===== src/rtl/instr_decode_stage_if.sv =====
// Fetch-side and execute-side bus of the decode stage.
// The master modport is the environment (fetch plus downstream consumer).
// The slave modport is the decode stage itself.
interface instr_decode_stage_if #(
  parameter int PC_W = 32
);
  logic            Flush;
  logic            InValid;
  logic            InReady;
  logic [31:0]     InInstr;
  logic [PC_W-1:0] InPC;
  logic            OutValid;
  logic            OutReady;
  logic [PC_W-1:0] OutPC;
  logic [5:0]      Opcode;
  logic [4:0]      Rs;
  logic [4:0]      Rt;
  logic [4:0]      Rd;
  logic [4:0]      Shamt;
  logic [5:0]      Funct;
  logic [15:0]     Imm16;
  logic            ImmZeroExt;
  logic            IsImmType;

  modport master (
    output Flush, InValid, InInstr, InPC, OutReady,
    input  InReady, OutValid, OutPC, Opcode, Rs, Rt, Rd, Shamt, Funct,
           Imm16, ImmZeroExt, IsImmType
  );

  modport slave (
    input  Flush, InValid, InInstr, InPC, OutReady,
    output InReady, OutValid, OutPC, Opcode, Rs, Rt, Rd, Shamt, Funct,
           Imm16, ImmZeroExt, IsImmType
  );
endinterface


===== src/rtl/instr_decode_stage.sv =====
// Decode stage: a 2-entry skid FIFO of fetched instructions whose head entry
// is field-split into opcode, register indices, shamt, funct, the raw 16-bit
// immediate for the sign extender, and the immediate-class flags.
// Every output comes from registered storage, so fetch and execute share no
// combinational path.
module instr_decode_stage #(
  parameter int PC_W  = 32,
  parameter int DEPTH = 2
) (
  input logic                  Clk,
  input logic                  Rst_n,
  instr_decode_stage_if.slave  bus
);

  logic [31:0]     instrBuf_p0 [DEPTH];
  logic [PC_W-1:0] pcBuf_p0    [DEPTH];
  logic            wrPtr;
  logic            rdPtr;
  logic [1:0]      count;
  logic            push;
  logic            pop;
  logic [31:0]     headInstr;
  logic [5:0]      headOp;

  // Handshake qualifiers; ready depends only on the registered count.
  assign bus.InReady  = (count < 2'(DEPTH));
  assign bus.OutValid = (count != 2'd0);
  assign push = bus.InValid && bus.InReady;
  assign pop  = bus.OutValid && bus.OutReady;

  // Control state: pointers and occupancy; flush outranks push and pop.
  always_ff @(posedge Clk or negedge Rst_n) begin
    if (!Rst_n) begin
      wrPtr <= 1'b0;
      rdPtr <= 1'b0;
      count <= 2'd0;
    end else if (bus.Flush) begin
      wrPtr <= 1'b0;
      rdPtr <= 1'b0;
      count <= 2'd0;
    end else begin
      if (push) wrPtr <= ~wrPtr;
      if (pop)  rdPtr <= ~rdPtr;
      case ({push, pop})
        2'b10:   count <= count + 2'd1;
        2'b01:   count <= count - 2'd1;
        default: count <= count;
      endcase
    end
  end

  // Entry storage; cleared on reset so the idle outputs read as a zero word.
  always_ff @(posedge Clk or negedge Rst_n) begin
    if (!Rst_n) begin
      for (int i = 0; i < DEPTH; i++) begin
        instrBuf_p0[i] <= '0;
        pcBuf_p0[i]    <= '0;
      end
    end else if (push && !bus.Flush) begin
      instrBuf_p0[wrPtr] <= bus.InInstr;
      pcBuf_p0[wrPtr]    <= bus.InPC;
    end
  end

  // ---- p0 -> p1: head entry split into decode fields ----
  assign headInstr = instrBuf_p0[rdPtr];
  assign headOp    = headInstr[31:26];

  assign bus.OutPC  = pcBuf_p0[rdPtr] + PC_W'(4);
  assign bus.Opcode = headOp;
  assign bus.Rs     = headInstr[25:21];
  assign bus.Rt     = headInstr[20:16];
  assign bus.Rd     = headInstr[15:11];
  assign bus.Shamt  = headInstr[10:6];
  assign bus.Funct  = headInstr[5:0];
  assign bus.Imm16  = headInstr[15:0];

  // ANDI/ORI/XORI zero-extend; everything except R-type, J and JAL carries an immediate.
  always_comb begin
    bus.ImmZeroExt = (headOp == 6'h0C) || (headOp == 6'h0D) || (headOp == 6'h0E);
    bus.IsImmType  = !((headOp == 6'h00) || (headOp == 6'h02) || (headOp == 6'h03));
  end

endmodule


===== src/flat_wrapper.sv =====
// flat-port wrapper written by rule: the top's interface ports become plain ports
module instr_decode_stage_flat 
#(
  parameter int PC_W  = 32,
  parameter int DEPTH = 2
)
  (Clk, Rst_n, bus_Flush, bus_InValid, bus_InInstr, bus_InPC, bus_OutReady, bus_InReady, bus_OutValid, bus_OutPC, bus_Opcode, bus_Rs, bus_Rt, bus_Rd, bus_Shamt, bus_Funct, bus_Imm16, bus_ImmZeroExt, bus_IsImmType);
  instr_decode_stage_if #(.PC_W(PC_W)) bus_i ();
  input logic Clk;
  input logic Rst_n;
  input wire logic [$bits(bus_i.Flush)-1:0] bus_Flush;
  input wire logic [$bits(bus_i.InValid)-1:0] bus_InValid;
  input wire logic [$bits(bus_i.InInstr)-1:0] bus_InInstr;
  input wire logic [$bits(bus_i.InPC)-1:0] bus_InPC;
  input wire logic [$bits(bus_i.OutReady)-1:0] bus_OutReady;
  output wire logic [$bits(bus_i.InReady)-1:0] bus_InReady;
  output wire logic [$bits(bus_i.OutValid)-1:0] bus_OutValid;
  output wire logic [$bits(bus_i.OutPC)-1:0] bus_OutPC;
  output wire logic [$bits(bus_i.Opcode)-1:0] bus_Opcode;
  output wire logic [$bits(bus_i.Rs)-1:0] bus_Rs;
  output wire logic [$bits(bus_i.Rt)-1:0] bus_Rt;
  output wire logic [$bits(bus_i.Rd)-1:0] bus_Rd;
  output wire logic [$bits(bus_i.Shamt)-1:0] bus_Shamt;
  output wire logic [$bits(bus_i.Funct)-1:0] bus_Funct;
  output wire logic [$bits(bus_i.Imm16)-1:0] bus_Imm16;
  output wire logic [$bits(bus_i.ImmZeroExt)-1:0] bus_ImmZeroExt;
  output wire logic [$bits(bus_i.IsImmType)-1:0] bus_IsImmType;
  assign bus_i.Flush = bus_Flush;
  assign bus_i.InValid = bus_InValid;
  assign bus_i.InInstr = bus_InInstr;
  assign bus_i.InPC = bus_InPC;
  assign bus_i.OutReady = bus_OutReady;
  assign bus_InReady = bus_i.InReady;
  assign bus_OutValid = bus_i.OutValid;
  assign bus_OutPC = bus_i.OutPC;
  assign bus_Opcode = bus_i.Opcode;
  assign bus_Rs = bus_i.Rs;
  assign bus_Rt = bus_i.Rt;
  assign bus_Rd = bus_i.Rd;
  assign bus_Shamt = bus_i.Shamt;
  assign bus_Funct = bus_i.Funct;
  assign bus_Imm16 = bus_i.Imm16;
  assign bus_ImmZeroExt = bus_i.ImmZeroExt;
  assign bus_IsImmType = bus_i.IsImmType;
  instr_decode_stage #(.PC_W(PC_W), .DEPTH(DEPTH)) u_core (.Clk(Clk), .Rst_n(Rst_n), .bus(bus_i));
endmodule

===== config.mk =====
export PLATFORM = sky130hd
export DESIGN_NAME = instr_decode_stage_flat
export DESIGN_NICKNAME = d
export VERILOG_FILES = /design/src/rtl/instr_decode_stage_if.sv /design/src/rtl/instr_decode_stage.sv /design/src/flat_wrapper.sv
export SDC_FILE = /design/constraint.sdc
export NUM_CORES = 1
export LEC_CHECK = 0
export ABC_AREA = 1
export CAP_MARGIN = 20
export CORE_ASPECT_RATIO = 0.6
export CORE_MARGIN = 3
export CORE_UTILIZATION = 40
export CTS_CLUSTER_DIAMETER = 150
export DETAILED_ROUTE_END_ITERATION = 6
export GPL_ROUTABILITY_DRIVEN = 0
export PLACE_DENSITY = 0.69
export RECOVER_POWER = 100
export SLEW_MARGIN = 10
export SYNTH_ARGS = -nofsm -noshare
export SYNTH_HDL_FRONTEND = slang
export SYNTH_SLANG_ARGS = --single-unit

===== constraint.sdc =====
create_clock -name Clk -period 2 [get_ports Clk]
set_input_delay 0.3 -clock Clk [delete_from_list [all_inputs] [get_ports Clk]]
set_output_delay 0.3 -clock Clk [all_outputs]
set_load 0.02 [all_outputs]

==> run_results.csv <==
group,metric,value,unit
final_layout,post-route-cell-area,9970,um2
drt,wirelength,19.5,mm
drt,wire_per_inst,14.4,um
cts,clock_latency,0.41,ns
run_status,violations,"setup timing",
pwr,ir_drop,710,uV
place,dpl_cell_area,8850,um2
final_layout,final_common_cell,"nand2_1",
sta,worst_slack,-0.562,ns
yosys,netlist_area,6790,um2
sta,final.period_utilization,128,%
floorplan,rows,36,
cts,path_clk_slew,0.06,ns
sta,slew_viol_final,0,
place,hpwl,13.4,mm
floorplan,initial_core_util,41.3,%
critical_path,startpoint,"u_core.rdPtr",
critical_path,worstSetupEndpoint,"bus_OutPC[15]",
floorplan,dieArea,18600,um2
yosys,syn_inst,925,
yosys,async_flop_share,100,%
global_route,grt_max_degree,72,
yosys,synth_top_cell_area_share,48.7,%
critical_path,crit_arrival,2.26,ns
global_route,grt-busiest-layer,"met1",
drt,drc,0,
sta,tightest_slew,0.783,ns
sta,clock_skew,0.00682,ns
drt,dr.pass1.iters,5,
global_route,grt_pass1_vias,6131,
cts,cts_buffers,17,
global_route,grt_usage,20.9,%
sta,timing.fmax,390,MHz
final_layout,drive_above_1_share,26.4,%
cts,cts_buffer_depth,2,
sta,hold_viol_final,0,
yosys,synthDistinctLibCells,25,
critical_path,crit_type,"flip-flop to output pin",
sta,worst_slew_margin_rel,47.8,%
global_route,met2_usage,30.1,%
pwr,leakage,5.09,nW
floorplan,fp.dieW,174,um
place,dp_cells,1306,
final_layout,area.growth.synth_to_final,46.9,%
yosys,ys_seq_area_share,48.7,%
yosys,ys_ff_latch,132,
sta,layout_min_cycle_time,2.56,ns
critical_path,cp-start-kind,"flip-flop",
place,dp_slack,-0.613,ns
sta,setup_viol,73,
yosys,synth_fp_nets,995,
drt,via_count,6470,
cts,cts_tree,"yes",
critical_path,cp.required,1.70,ns
drt,viasPerCell,4.77,
floorplan,die_h,107,um
critical_path,r2r-end,"u_core.instrBuf_p0[3]",
critical_path,reg2reg_slack,0.25,ns
final_layout,fin_util,60.6,%
cts,root_buffer,"clkbuf_16",
global_route,gr-usage-met1,31.5,%
drt,drtAntennaViolNets,0,
final_layout,final_cell_mix,"nand2_1 (342), o21ai_0 (134), dfrtp_1 (131)",
yosys,synth_area_per_cell,7.34,um2
yosys,synthTopCellsByArea,"dfrtp_1 (49%), nand2_1 (22%), o21ai_0 (10%)",
yosys,yosys.area.top_type,"dfrtp_1",
floorplan,ioPinCount,153,
critical_path,ff2ff_path_depth,7,
critical_path,cp_max_fo,6,
global_route,antenna_found_initial,1,
cts,clock-sinks,132,
cts,htree_num_levels,4,
yosys,dominantRegCellSynth,"dfrtp_1",
global_route,met3_usage,5.24,%
yosys,synth-warning-count,0,
final_layout,fin_cells,1355,
global_route,grt_pass1_wl,31.4,mm
final_layout,diodes,0,
run_status,status,"finished with violations",
final_layout,final_nets,1185,
sta,rsz0062_at_grt,"true",
run,drv_cap,0,
global_route,grt_remaining_overflow,0,
pwr,powerDensity,1650,nW/um2
critical_path,crit-reg2reg-launch,"u_core.count[1]",
critical_path,critPathCaptureType,"output pin",
sta,setup_tns,-18.82,ns
place,port_buffers,152,
min_path,min_path_type,"primary input to flip-flop",
yosys,synth_enable_flop_cells,0,
drt,first_iter_violations,529,
floorplan,coreArea,16400,um2
## layout make-up
type | count | area, um2
inverters | 100 | 380
multi-input cells | 636 | 3300
well taps | 228 | 285
clock inverters | 12 | 154
flip-flops and latches | 132 | 3300
clock buffers | 19 | 453
fillers | 1479 | 6470
repair buffers | 228 | 2090
## synthesized netlist by cell type (2+ instances only)
cell type	instances
or2_2	2
buf_4	18
nand2_2	15
a21oi_1	3
inv_2	3
nand3_1	16
nand2_1	390
xnor2_1	5
buf_6	2
buf_2	9
nor2_4	4
o21ai_0	135
nor2_1	36
xor2_1	10
o21ai_1	2
clkbuf_1	23
nor2_2	12
nand3b_1	3
buf_1	4
dfrtp_1	132
inv_1	97
## critical path, stage by stage, from the launching register on
cell and delay (ns):
dfrtp_2 0.48, clkinv_4 0.15, clkbuf_16 0.17, nand2_1 0.06, nand2_2 0.11, buf_6 0.11, nand2_2 0.07, nor2_4 0.11
nand2_2 0.10, nor2_4 0.14, xor2_1 0.19, buf_4 0.17
## layer usage
layer  wire [um]  vias to the layer above
met3        1220                       15
met2        8390                      199
met5          10                        -
met1        9790                     3059
li1            -                     3195
met4         128                        2
## registers in the layout (all words and copies together), names as in the netlist
signal,count
u_core.instrBuf_p0,64
u_core.pcBuf_p0,64
u_core.count,2
u_core.rdPtr,1
u_core.wrPtr,1
## how the worst min path moves through the flow
stage,to,depth (start not counted),slack (ns),start
after floorplan,u_core.count[0],0,0.004,Rst_n
after global placement,u_core.instrBuf_p0[55],1,0.27,Rst_n
after detailed placement,u_core.instrBuf_p0[55],1,0.27,Rst_n
after CTS,u_core.instrBuf_p0[55],2,0.39,Rst_n
after global routing,u_core.pcBuf_p0[49],3,0.48,bus_InPC[17]
final,u_core.instrBuf_p0[15],3,0.46,bus_InInstr[15]
## logic make-up (layout without fill, tap and decap cells)
logic type               after synthesis  after routing  synth area share [%]
multiplexers                           1              1                 0.147
adder cells (fa/ha/maj)                1              1                 0.184
AO/OA/AOI/OAI                        140            140                  10.3
XOR/XNOR                              15             15                  1.94
buffers and inverters                157            359                  10.2
flip-flops                           132            132                  48.7
AND/OR/NAND/NOR                      479            479                  28.5
## repair_timing
action                                  in CTS  in global routing
cloned                                       1                  2
hold buffers                                 1                  0
setup buffers                                6                 13
resized for setup                          380                 77
pin swaps                                   22                 56
endpoints found under the setup margin      82                 75
endpoints found under the hold margin       29                  0
## per-stage QoR
stage                     total power, mW  hold slack [ns]
final                                16.5            0.463
after global routing                 17.6            0.476
after CTS                            15.8            0.389
after detailed placement             12.6            0.272
after global placement               12.5            0.270
after floorplan                      9.00          0.00441
## report_power, final
part	internal, mW	leakage (nW)	switching (mW)
registers	3.94	1.65	0.768
clock network	2.02	0.292	1.17
logic	3.65	3.15	4.92
(Power assumes the default switching activity.)
